**src/rtl/audio_pcm_tx_fifo.sv**
```systemverilog
// audio_pcm_tx_fifo
// Transmit-side PCM sample buffer in front of the I2S controller. Bus/DMA
// words are queued in a circular buffer and presented to the consumer one
// sample per handshake. In pack16 mode each word is split into two 16-bit
// samples, high half first. When the buffer is empty a fill sample is
// substituted, and each starved transfer is counted.

module audio_pcm_tx_fifo #(
  parameter  int DEPTH      = 16,
  parameter  int DATA_WIDTH = 32,
  localparam int AW         = $clog2(DEPTH)
) (
  input  logic                  clk,
  input  logic                  rst_n,
  input  logic                  enable,
  input  logic                  pack16,
  input  logic                  underrun_mode,
  input  logic [AW:0]           thresh,
  input  logic                  clr_cnt,
  input  logic [DATA_WIDTH-1:0] wr_data,
  input  logic                  wr_valid,
  output logic                  wr_ready,
  output logic [DATA_WIDTH-1:0] pcm_data,
  output logic                  pcm_valid,
  input  logic                  pcm_ready,
  output logic [AW:0]           level,
  output logic                  req,
  output logic                  underrun,
  output logic [15:0]           underrun_cnt
);

  localparam logic            PHASE_HI = 1'b0;
  localparam logic            PHASE_LO = 1'b1;
  localparam logic [AW:0]     FULL_LVL = (AW + 1)'(DEPTH);
  localparam logic [AW:0]     LVL_ONE  = (AW + 1)'(1);
  localparam logic [AW-1:0]   PTR_ONE  = AW'(1);
  localparam logic [15:0]     CNT_MAX  = 16'hFFFF;

  logic [DATA_WIDTH-1:0] mem_q [DEPTH];

  logic [AW-1:0]         wr_ptr_q, wr_ptr_d;
  logic [AW-1:0]         rd_ptr_q, rd_ptr_d;
  logic [AW:0]           level_q, level_d;
  logic                  phase_q, phase_d;
  logic [DATA_WIDTH-1:0] last_sample_q, last_sample_d;
  logic                  underrun_q, underrun_d;
  logic [15:0]           underrun_cnt_q, underrun_cnt_d;

  logic                  empty;
  logic                  full;
  logic [DATA_WIDTH-1:0] head;
  logic                  push;
  logic                  xfer;
  logic                  starved;
  logic                  pop;

  // Outputs toward bus and I2S side: derived only from registered state and
  // the static mode inputs, never from wr_valid or pcm_ready.
  always_comb begin
    empty     = (level_q == '0);
    full      = (level_q == FULL_LVL);
    head      = mem_q[rd_ptr_q];
    wr_ready  = enable && !full;
    pcm_valid = enable;
    req       = enable && (level_q <= thresh);
    pcm_data  = '0;
    if (enable) begin
      if (empty) begin
        pcm_data = underrun_mode ? last_sample_q : '0;
      end else if (!pack16) begin
        pcm_data = head;
      end else if (phase_q == PHASE_HI) begin
        pcm_data = {head[31:16], 16'h0000};
      end else begin
        pcm_data = {head[15:0], 16'h0000};
      end
    end
  end

  // Handshake decode: a starved transfer never pops; in pack16 mode only the
  // low-half transfer retires the head word.
  always_comb begin
    push    = wr_valid && wr_ready;
    xfer    = pcm_valid && pcm_ready;
    starved = xfer && empty;
    pop     = xfer && !empty && (!pack16 || (phase_q == PHASE_LO));
  end

  // Next-state for pointers, level, phase, last sample and underrun flag;
  // dropping enable flushes everything except the underrun counter.
  always_comb begin
    wr_ptr_d      = wr_ptr_q;
    rd_ptr_d      = rd_ptr_q;
    level_d       = level_q;
    phase_d       = phase_q;
    last_sample_d = last_sample_q;
    underrun_d    = 1'b0;
    if (!enable) begin
      wr_ptr_d      = '0;
      rd_ptr_d      = '0;
      level_d       = '0;
      phase_d       = PHASE_HI;
      last_sample_d = '0;
    end else begin
      if (push) begin
        wr_ptr_d = wr_ptr_q + PTR_ONE;
      end
      if (pop) begin
        rd_ptr_d = rd_ptr_q + PTR_ONE;
      end
      case ({push, pop})
        2'b10:   level_d = level_q + LVL_ONE;
        2'b01:   level_d = level_q - LVL_ONE;
        default: level_d = level_q;
      endcase
      if (!pack16) begin
        phase_d = PHASE_HI;
      end else if (xfer && !empty) begin
        phase_d = (phase_q == PHASE_HI) ? PHASE_LO : PHASE_HI;
      end
      if (xfer && !empty) begin
        last_sample_d = pcm_data;
      end
      underrun_d = starved;
    end
  end

  // Saturating underrun counter; a clear wins over a same-cycle increment.
  always_comb begin
    underrun_cnt_d = underrun_cnt_q;
    if (clr_cnt) begin
      underrun_cnt_d = '0;
    end else if (starved && (underrun_cnt_q != CNT_MAX)) begin
      underrun_cnt_d = underrun_cnt_q + 16'd1;
    end
  end

  // Sample storage; contents need no reset since level gates every read.
  always_ff @(posedge clk) begin
    if (push) begin
      mem_q[wr_ptr_q] <= wr_data;
    end
  end

  // Control state registers with asynchronous active-low reset.
  always_ff @(posedge clk or negedge rst_n) begin
    if (!rst_n) begin
      wr_ptr_q       <= '0;
      rd_ptr_q       <= '0;
      level_q        <= '0;
      phase_q        <= PHASE_HI;
      last_sample_q  <= '0;
      underrun_q     <= 1'b0;
      underrun_cnt_q <= '0;
    end else begin
      wr_ptr_q       <= wr_ptr_d;
      rd_ptr_q       <= rd_ptr_d;
      level_q        <= level_d;
      phase_q        <= phase_d;
      last_sample_q  <= last_sample_d;
      underrun_q     <= underrun_d;
      underrun_cnt_q <= underrun_cnt_d;
    end
  end

  assign level        = level_q;
  assign underrun     = underrun_q;
  assign underrun_cnt = underrun_cnt_q;

endmodule

```
**config.mk**
```make
export PLATFORM = sky130hd
export DESIGN_NAME = audio_pcm_tx_fifo
export DESIGN_NICKNAME = d
export VERILOG_FILES = /design/src/rtl/audio_pcm_tx_fifo.sv
export SDC_FILE = /design/constraint.sdc
export NUM_CORES = 1
export LEC_CHECK = 0
export BUFFER_PORTS_ARGS = -buffer_cell sky130_fd_sc_hd__buf_4
export CAP_MARGIN = 20
export CORE_UTILIZATION = 45
export DETAILED_ROUTE_END_ITERATION = 7
export PLACE_DENSITY = 0.72
export SLEW_MARGIN = 20
export SYNTH_ARGS = -nofsm -noshare
export SYNTH_HDL_FRONTEND = slang
export SYNTH_SLANG_ARGS = --single-unit
```
**constraint.sdc**
```tcl
create_clock -name clk -period 6.7 [get_ports clk]
set_input_delay 0.335 -clock clk [delete_from_list [all_inputs] [get_ports clk]]
set_output_delay 0.335 -clock clk [all_outputs]
set_load 0.005 [all_outputs]
```
== Word-level counts from Yosys, hierarchy flattened ==
Memories as Yosys holds them, arrays and structs flattened.
Index checks and enable logic that the tools add are counted.

* Register bits: 63
* Memory bits (writable): 512
* Output and inout port bits: 57
* Word-level logic and storage cells: 59
* Bits in latches: 0
* Bits in read-only memories: 0
* Memories kept: 1

{| class="wikitable"
|+ Memories
! name !! words !! width !! read ports !! clocked after Yosys merged registers in !! write ports !! line !! source
|-
| mem_q || 16 || 32 || 1 || 0 || 1 || 39 || <nowiki>logic [DATA_WIDTH-1:0] mem_q [DEPTH];</nowiki>
|}

* Magnitude comparators: 1
* Multiplexer cells: 22
* Reductions and logical operators: 14
* $add $sub $neg: 5
* Multiply operators: 0
* Bitwise operators: 0
* Divide/modulo/power cells: 0
* Shifts and indexed selects: 0
* Equality and inequality tests: 9

{| class="wikitable"
|+ Operators with widths
! operator !! number
|-
| 32-bit two-way mux || 7
|-
| 16-bit two-way mux || 2
|-
| 16-bit by 1-bit adder with 16-bit output (second input constant) || 1
|-
| 4-bit two-way mux || 4
|-
| 16-bit inequality test (second input constant) || 1
|-
| 5-bit case mux with 2 select lines || 1
|-
| 4-bit by 1-bit adder with 4-bit output (second input constant) || 2
|-
| 1-bit logical AND || 8
|-
| 1-bit two-way mux || 7
|-
| 2-bit by 1-bit inequality test with 1-bit output (second input constant) || 3
|-
| 5-bit by 1-bit adder with 5-bit output (second input constant) || 1
|-
| 5-bit equality test (second input constant) || 1
|-
| 5-bit less-or-equal comparator || 1
|-
| 5-bit zero test || 1
|-
| 5-bit two-way mux || 1
|-
| 5-bit by 1-bit subtractor with 5-bit output (second input constant) || 1
|-
| 1-bit zero test || 3
|-
| 3-bit by 1-bit inequality test with 1-bit output (second input constant) || 1
|-
| 3-bit by 2-bit inequality test with 1-bit output (second input constant) || 1
|-
| 2-bit by 1-bit equality test with 1-bit output (second input constant) || 1
|-
| 2-bit equality test (second input constant) || 1
|-
| 2-bit nonzero test || 1
|-
| 1-bit logical OR || 1
|}

== Depth between registers and ports, before layout ==
Gate-level depths: netlist (run 1).

* Depth after elaboration: 7
* Gate-level depth with buffers: 12

== Worst setup path after synthesis (run 1) ==
OpenSTA, ideal clock, no wires.

* Kind: reg2reg
* Start: reg level_q[2], in the netlist level[2]
* End: mem mem_q[0][0], enable pin
* Stages on the path, launching flop included: 7
* Clock period less this slack: 4.896 ns
* Path buffers: 2
* Slack: 1.804 ns
* Arrival: 4.395 ns
* Cell sequence: dfrtp_1 > buf_2 > nor4_1 > a21boi_0 > clkbuf_1 > nand2_1 > nor4_1

* Cells in the longest elaborated chain, start to end: 6

{| class="wikitable"
|+ Ends and longest elaborated chain
! element !! line !! source
|-
| start, declared || 43 || <nowiki>logic [AW:0] level_q, level_d;</nowiki>
|-
| start signal, assigned || 158 || <nowiki>level_q <= level_d;</nowiki>
|-
| 5-bit equality test || 61 || <nowiki>full = (level_q == FULL_LVL);</nowiki>
|-
| 1-bit zero test || 63 || <nowiki>wr_ready = enable && !full;</nowiki>
|-
| 1-bit logical AND || 63 ||
|-
| 1-bit logical AND || 83 || <nowiki>push = wr_valid && wr_ready;</nowiki>
|-
| 1-bit two-way mux || 140 || <nowiki>if (push) begin</nowiki>
|-
| 1-bit two-way mux (not written as such) || 141 || <nowiki>mem_q[wr_ptr_q] <= wr_data;</nowiki>
|-
| end, declared || 39 ||
|}

No other way between the ends.

== Worst setup path in the final report (run 1) ==
* Start: reg rd_ptr_q[2]
* End: out pcm_data[15]

* Cells in the longest elaborated chain, start to end: 4

{| class="wikitable"
|+ Ends and longest elaborated chain
! element !! line !! source
|-
| start, declared || 42 || <nowiki>logic [AW-1:0] rd_ptr_q, rd_ptr_d;</nowiki>
|-
| start signal, assigned || 157 || <nowiki>rd_ptr_q <= rd_ptr_d;</nowiki>
|-
| memory 16 x 32 bit || - ||
|-
| 32-bit two-way mux || 70 || <nowiki>end else if (!pack16) begin</nowiki>
|-
| 32-bit two-way mux || 68 || <nowiki>if (empty) begin</nowiki>
|-
| 32-bit two-way mux || 67 || <nowiki>if (enable) begin</nowiki>
|-
| end, declared || 23 || <nowiki>output logic [DATA_WIDTH-1:0] pcm_data,</nowiki>
|}

No other way between the ends.

==> results.ini, run 1 <==
[run_status]
status=finished, final reports clean

[synth]
synth_warnings=0
synth_common_cells=edfxtp_1, nand2_1, mux4_2
ys.flop_type=edfxtp_1
synthesis.area_um2=23500
synth_cells=1375
syn_area_per_cell_um2=17.1
synth_top_area_share_pct=65.4
synth_largest_area_cell=edfxtp_1
synth_edf_count=512
async_flop_share_pct=11.0
synth_seq_cells=575
yosys-top-cells-area=edfxtp_1, mux4_2, dfrtp_1
synthDistinctLibCells=58
yosysMostFrequentCell=edfxtp_1
synth_nets=1433
yosysSeqAreaShare_pct=72.2

[setup_path]
cpPeakStageDelay_ps=950
startpoint_type=register
crit_family=compound AO/OA/AOI/OAI gates
required_ps=6360
reg2reg_from=rd_ptr_q[2]
cp.arrival_ps=4180
endpoint_kind=output pin
cp_cell_sequence=nor2b_1 > buf_4 > a221oi_1 > o32ai_1 > o21ai_0 > buf_4
cp_max_fo=49
startpoint=rd_ptr_q[2]
crit_type=reg2out
cp_num_buf_inv=2
slowest_stage=dfrtp_4
crit_path_frequent_cell=buf_4

[worst_hold_path]
holdCritStartpoint=wr_data[25]
hold_path.class=in2reg

[place]
gp_congestion=0.834
dp_hpwl_mm=30.7
numPortBuffers=101

[final_layout]
nFillCells=3979
multiInputGateArea_um2=6190
area.sequential_um2=17000
layout.nets=1548
syn2layout_area_growth_pct=14.6
layout-drive-gt1-share_pct=23.3

[timing]
layout_min_cycle_time_ps=4510
tns_ps=0
relSlewSlack_pct=30.0
fmax_mhz=222
period_share_pct=67.4
finalClockSkew_ps=11.2
tightest_slew_ps=1050
hold_viol=0
hold_ws_ps=22.9
finalSetupViolCount=0
rsz0062_at_grt=no
drv_slew=0

[routing]
remaining_drc_errors=0
post_drt_wl_per_cell_um=25.5
vias=13300
drt_iter0_markers=1779
antenna_left=0
drtPass1Iterations=6
via_per_inst=5.99
drt-total-wl_mm=56.5

[pwr]
ir_drop_mv=0.192
seq_power_share_pct=50.2
power.density_nw_per_um2=303
leakage_nw=8.84
p_sw_mw=1.98
power_frac_comb_pct=11.8
p_int_mw=6.17
clkPwrFrac_pct=38.0
p_sw_share_pct=24.3

[clock_tree]
clk_latency_ps=610
cts_max_level=2
clock-root-buffer=clkbuf_16
clk_pin_slew_worst_paths_ps=60
cts_buffer_depth=3
clock-sinks=575
numCtsBuffers=54
cts_tree=yes

[run]
drv_cap=0

[global_routing]
grt_first_pass_wirelength_mm=84.3
grt_pass1_vias=13300
grt.total_usage_pct=21.5
grt_max_degree=64
antenna_found_initial=3
globalRouteOverflowTotal=0

[floorplanning]
die_x_um=230
core_area_um2=51400
die_area_um2=53100
rows=83
start_util_pct=45.7
die_h_um=230
boundaryPins=102

-- layout make-up --
type	instances	area share (%)
sequential	575	63.0
multi-input combinational	705	23.0
clock buffer	58	5.07
timing repair buffer	139	3.97
tap	680	3.16
clock inverter	42	1.57
inverter	15	0.209
antenna	1	0.00929
-- stage by stage --
stage                     total power, mW  cell area, um^2  setup WS [ps]  cells  utilization, %
after floorplan                      4.71            23500           1800   1375               -
after global placement               5.08            25100           2870   2109            48.8
after detailed placement             5.11            25100           2850   2109            48.8
after CTS                            8.18            26900           2170   2213            52.3
after global routing                 8.41            26900           1920   2214            52.4
final                                8.15            26900           2190   2215            52.4
-- what timing repair did --
action,4_1_cts,5_1_grt
resized for setup,0,0
hold endpoints to repair,83,0
hold buffers,4,0
buffers inserted,0,0
-- cell families (layout without fill, tap and decap cells) --
| kind of cell | after synthesis | in the layout | share of synthesized area (%) |
|---|---|---|---|
| fa+ha+maj | 13 | 13 | 0.692 |
| compound gates | 197 | 197 | 5.65 |
| flops | 575 | 575 | 72.2 |
| buf+inv | 95 | 254 | 1.81 |
| mux | 191 | 191 | 13.3 |
| other cells | 0 | 1 | 0 |
| xor+xnor | 20 | 20 | 0.746 |
| simple gates | 284 | 284 | 5.65 |
-- path summary, 6_finish.rpt --
path                       slack, ps  depth (start not counted)           endpoint
max                             2190                          6       pcm_data[15]
min                               20                          1       mem_q[6][25]
max reg2reg                     3300                          6   last_sample_q[2]
min reg2reg                      480                          1  last_sample_q[24]
max in group asynchronous       5550                          2        rd_ptr_q[1]
min in group asynchronous        420                          2           level[0]
-- per-layer routing --
| metal | vias up | share of wire, % | track usage [%] |
|---|---|---|---|
| met4 | 4 | 2.8 | 7.82 |
| met5 | - | 0.048 | 0 |
| li1 | 5698 | - | - |
| met1 | 6810 | 40 | 29.3 |
| met3 | 101 | 9.1 | 4.50 |
| met2 | 648 | 48 | 34.3 |
-- power by group through the flow --
stage | clock [mW] | sequential (mW) | combinational, mW
2_1_floorplan | 0 | 4.12 | 0.587
3_3_place_gp | 0 | 4.16 | 0.926
3_5_place_dp | 0 | 4.16 | 0.946
4_1_cts | 3.13 | 4.09 | 0.956
5_1_grt | 3.28 | 4.10 | 1.03
6_report | 3.10 | 4.09 | 0.962
-- state kept, by name, indices dropped and copies added (netlist names) --
register,cells
phase_q,1
last_sample_q,32
underrun,1
underrun_cnt,16
rd_ptr_q,4
mem_q,512
wr_ptr_q,4
level,5
-- placed cells by master (no fill, tap or decap), drive strengths merged, types with 7 or more instances in the layout --
cell / count
edfxtp: 512
buf: 135
nand2: 117
mux4: 96
mux2i: 84
o21ai: 76
nor2: 69
dfrtp: 63
clkbuf: 58
clkinv: 30
a21oi: 22
o221ai: 19
a221oi: 17
nand3: 17
o211ai: 17
inv: 17
and2: 16
nand4: 15
a221o: 13
ha: 13
xor2: 12
mux2: 11
xnor2: 8
bufinv: 8
nor3: 8
and3: 7
nor2b: 7
(Power assumes the default switching activity.)
==> run 2, diff against run 1 <==
--- a/config.mk
+++ b/config.mk
@@ -9,7 +9,7 @@
 export CAP_MARGIN = 20
 export CORE_UTILIZATION = 45
 export DETAILED_ROUTE_END_ITERATION = 7
-export PLACE_DENSITY = 0.72
+export PLACE_DENSITY = 0.75
 export SLEW_MARGIN = 20
 export SYNTH_ARGS = -nofsm -noshare
 export SYNTH_HDL_FRONTEND = slang
==> constraint.sdc (replaced) <==
create_clock -name clk -period 3.6 [get_ports clk]
set_input_delay 0.18 -clock clk [delete_from_list [all_inputs] [get_ports clk]]
set_output_delay 0.18 -clock clk [all_outputs]
set_load 0.005 [all_outputs]
==> run 2 against run 1 <==
Compared with the run above: via count grew 3.5%; clock skew grew 6.7 ps; core utilization up 1.5 points; sequential power rose by 85%; sequential share of layout area decreased by 1.7 points; global-route usage up 0.092 points; flip-flop and latch count did not move; largest cell class unchanged; largest power group unchanged.
==> results.ini, run 2 (synthesis results as in run 1) <==
[routing]
drtPass1Iterations=5
post_drt_wl_per_cell_um=24.9
antenna_left=0
drt-total-wl_mm=56.9
remaining_drc_errors=0
drt_iter0_markers=1647
vias=13700
via_per_inst=6.00

[place]
dp_cells=2139
place_area_um2=25400
numPortBuffers=101
gp_congestion=0.862
dp_hpwl_mm=33.2

[global_routing]
globalRouteOverflowTotal=0
grt_max_degree=64
grt_first_pass_wirelength_mm=85.4
antenna_found_initial=2
grt_pass1_vias=13600
grt.total_usage_pct=21.6

[timing]
drv_slew=0
hold_ws_ps=37.8
period_share_pct=97.6
finalSetupViolCount=0
finalClockSkew_ps=17.8
rsz0062_at_grt=no
fmax_mhz=285
tightest_slew_ps=924
hold_viol=0
layout_min_cycle_time_ps=3510
relSlewSlack_pct=37.7
tns_ps=0

[setup_path]
crit_type=reg2out
cp.arrival_ps=3330
startpoint_type=register
reg2reg_from=level[1]
startpoint=rd_ptr_q[1]
required_ps=3420
endpoint_kind=output pin
cp_max_fo=14

[final_layout]
syn2layout_area_growth_pct=17.9
regMostFlops=mem_q
layout-drive-gt1-share_pct=24.4
layout.nets=1620
layout_commonest_cell=edfxtp_1
stdcell_count=2287
final_cell_mix=edfxtp_1, buf_4, nand2_1
final_cell_area_um2=27700
antenna_cells=0
largest_register_ffs=512

[clock_tree]
clock-sinks=575
cts_tree=yes
cts_buffer_depth=3
numCtsBuffers=54
clk_latency_ps=610
clock-root-buffer=clkbuf_16
clk_pin_slew_worst_paths_ps=60
cts_max_level=2

[run]
drv_cap=0

[floorplanning]
die_area_um2=53100
rows=83
boundaryPins=102
start_util_pct=45.7
core_area_um2=51400
die_h_um=230
die_x_um=230

[pwr]
power.density_nw_per_um2=546
leakage_nw=9.19
power_mw=15.1
ir_drop_mv=0.392

[worst_hold_path]
hold_path.class=in2reg
holdCritStartpoint=wr_valid

[run_status]
status=finished, final reports clean

==> run 2: path summary, 6_finish.rpt <==
| check | endpoint | slack [ps] | cells past startpoint |
|---|---|---|---|
| min in group asynchronous | level[2] | 230 | 2 |
| setup reg to reg | level[4] | 420 | 10 |
| setup / recovery | pcm_data[18] | 90 | 8 |
| hold / removal | level[2] | 40 | 3 |
| hold reg to reg | last_sample_q[5] | 480 | 2 |
| max in group asynchronous | rd_ptr_q[1] | 2670 | 2 |
==> run 2: repair_timing <==
| item | in CTS | in global routing |
|---|---|---|
| setup endpoints to repair | 10 | 8 |
| hold endpoints to repair | 603 | 0 |
| setup buffers | 4 | 6 |
| hold buffers | 37 | 0 |
| resized for setup | 0 | 6 |
| pin swaps | 1 | 0 |
==> run 2: power by group <==
group,internal (mW),switching (mW),leakage [nW]
sequential,7.45,0.127,5.47
clock,3.17,2.41,0.840
combinational,0.814,1.15,2.88
==> run 2: area by class of cell <==
type                            count  area [um^2]
Timing Repair Buffer              211         1890
Sequential cell                   575        17000
Fill cell                        3941        23700
Tap cell                          680          851
Clock buffer                       72         1440
Multi-Input combinational cell    705         6200
Clock inverter                     29          288
Inverter                           15         56.3
==> run 2: stage by stage <==
| step | worst slack (ps) | util, % |
|---|---|---|
| floorplan | -1300 | - |
| global placement | 600 | 49.5 |
| detailed placement | 446 | 49.5 |
| CTS | 34.0 | 53.7 |
| global route | 20.0 | 53.9 |
| finish | 86.7 | 53.9 |
==> run 2: critical path, cell delays in order, from the launching register on <==
cell and delay, ps:
dfrtp_4 610, buf_4 210, nor2_1 160, buf_4 290
a221o_1 220, nor2_1 50, o21ai_0 720, o211ai_1 260
buf_4 210
==> run 2: metal layers <==
layer  global-route usage (%)  vias up  share of wire (%)
li1                         -     5837                  -
met1                     30.0     7013                 40
met2                     33.7      751                 47
met3                     5.00      122                 10
met4                     7.35        4                3.1
met5                        0        -              0.039
==> run 3, diff against run 2 <==
--- a/config.mk
+++ b/config.mk
@@ -10,6 +10,7 @@
 export CORE_UTILIZATION = 45
 export DETAILED_ROUTE_END_ITERATION = 7
 export PLACE_DENSITY = 0.75
+export RECOVER_POWER = 50
 export SLEW_MARGIN = 20
 export SYNTH_ARGS = -nofsm -noshare
 export SYNTH_HDL_FRONTEND = slang
==> constraint.sdc (replaced) <==
create_clock -name clk -period 3.6 [get_ports clk]
set_input_delay 0.36 -clock clk [delete_from_list [all_inputs] [get_ports clk]]
set_output_delay 0.36 -clock clk [all_outputs]
set_load 0.005 [all_outputs]
==> run 3 against run 2 <==
Compared with the run above: count of clock-buffer cells in the layout down 1; fmax down 0.63%; the run now ends with max-capacitance violations, max-slew violations left; cell count down 1.0%; critical endpoint is now pcm_data[28]; combinational power about the same; hold slack better by 4.1 ps; total power down 0.30%; critical path type unchanged; clock power about the same; wire length down 0.40%.
==> results.ini, run 3 (synthesis results as in run 1) <==
[setup_path]
rr_endpoint=level[4]
crit_path_frequent_cell=buf_4
slowest_stage=dfrtp_4
cp.arrival_ps=3180
endpoint_kind=output pin
cp_num_buf_inv=2
reg2reg_slack_ps=440
crit_type=reg2out
startpoint_type=register
reg2reg_from=level[1]
crit_family=compound AO/OA/AOI/OAI gates
required_ps=3240
cp_max_fo=13
r2r_cells=10
cp_cell_sequence=buf_4 > mux4_2 > mux2_2 > o21ai_0 > o221ai_1 > buf_4
cpPeakStageDelay_ps=590

[routing]
via_per_inst=5.95
drt_iter0_markers=1574
drt-total-wl_mm=56.7
vias=13500
antenna_left=0
drtPass1Iterations=5
post_drt_wl_per_cell_um=25.0
remaining_drc_errors=0

[global_routing]
antenna_found_initial=1
gr-usage-met1_pct=29.3
grt_use_met2_pct=34.9
grt_max_degree=64
grt.total_usage_pct=21.5
grt_first_pass_wirelength_mm=84.4
busiest_layer=met2
globalRouteOverflowTotal=0
grt_pass1_vias=13500
grt_use_met3_pct=4.67

[floorplanning]
die_area_um2=53100
die_h_um=230
boundaryPins=102
core_area_um2=51400
die_x_um=230
rows=83
start_util_pct=45.7

[worst_hold_path]
holdPathStages=2
holdCritStartpoint=clr_cnt
hold_path.class=in2reg
min_to=underrun_cnt[5]

[timing]
hold_viol=0
tightest_slew_ps=1800
period_share_pct=98.2
hold_ws_ps=42.0
rsz0062_at_grt=no
layout_min_cycle_time_ps=3540
finalSetupViolCount=0
finalClockSkew_ps=26.0
fmax_mhz=283
drv_slew=64
relSlewSlack_pct=-20.3

[clock_tree]
cts_tree=yes
cts_buffer_depth=3
clock-sinks=575
clock-root-buffer=clkbuf_16
clk_pin_slew_worst_paths_ps=70
numCtsBuffers=55
clk_latency_ps=620
cts_max_level=2

[pwr]
power.density_nw_per_um2=553
ir_drop_mv=0.366
leakage_nw=8.96

[run_status]
violations=max-capacitance violations, max-slew violations
status=finished, violations left

[final_layout]
antenna_cells=0
final_cell_mix=edfxtp_1, nand2_1, buf_4
layout_commonest_cell=edfxtp_1
layout.nets=1595
largest_register_ffs=512
regMostFlops=mem_q
nFillCells=3956
final_cell_area_um2=27300
syn2layout_area_growth_pct=16.0
layout-drive-gt1-share_pct=23.6

[place]
place_area_um2=25500
gp_congestion=0.870
dp_hpwl_mm=32.9
numPortBuffers=101

[run]
drv_cap=1

run 3: cell types whose count changed in the layout (fill, tap and decap cells not counted), sizes merged:
| cell | previous run | this run |
|---|---|---|
| buf | 174 | 128 |
| bufinv | 5 | 2 |
| clkbuf | 72 | 127 |
| clkinv | 19 | 27 |
| dlygate4sd3 | 37 | 1 |
| inv | 17 | 16 |
run 3: per-stage QoR:
stage / setup slack, ps / utilization (%) / TNS [ps] / cells / total power [mW]
floorplan: -1300 / - / -165940 / 1375 / 8.76
global placement: 158 / 49.5 / 0 / 2146 / 9.54
detailed placement: 167 / 49.5 / 0 / 2146 / 9.60
CTS: 49.0 / 53.2 / 0 / 2258 / 15.1
global route: 14.6 / 53.0 / 0 / 2264 / 15.5
finish: 64.5 / 53.0 / 0 / 2264 / 15.1
run 3: what timing repair did:
| item | CTS | global route |
|---|---|---|
| gates resized for setup | 7 | 6 |
| setup endpoints to repair | 32 | 20 |
| pin swaps | 1 | 1 |
| hold endpoints to repair | 63 | 0 |
| hold buffers | 1 | 0 |
| buffers inserted | 7 | 6 |
run 3: worst max-delay path by stage:
stage / cells past startpoint / end / slack, ps / startpoint
2_1_floorplan: 6 / mem_q[0][0] / -1300 / level[2]
3_3_place_gp: 7 / pcm_data[27] / 160 / rd_ptr_q[1]
3_5_place_dp: 7 / pcm_data[27] / 170 / rd_ptr_q[1]
4_1_cts: 7 / pcm_data[17] / 50 / level[1]
5_1_grt: 7 / pcm_data[7] / 10 / rd_ptr_q[1]
6_report: 6 / pcm_data[28] / 60 / rd_ptr_q[1]
run 3: final cells by class:
cell class	count	area [um^2]	area share (%)
sequential	575	17000	62.2
multi-input combinational	705	6210	22.8
clock buffer	71	1510	5.53
timing repair buffer	185	1430	5.23
inverter	15	56.3	0.207
clock inverter	33	248	0.909
tap	680	851	3.12
run 3: power by group:
group | internal (mW) | switching, mW | leakage [nW] | total, mW
logic | 0.786 | 1.15 | 2.62 | 1.94
clock network | 3.11 | 2.46 | 0.865 | 5.56
registers | 7.46 | 0.130 | 5.47 | 7.59
total | 11.3 | 3.74 | 8.96 | 15.1
run 3: metal layers:
layer / wire, um / vias up
li1: - / 5787
met1: 22600 / 6901
met2: 27100 / 684
met3: 5600 / 105
met4: 1330 / 2
met5: 9 / -
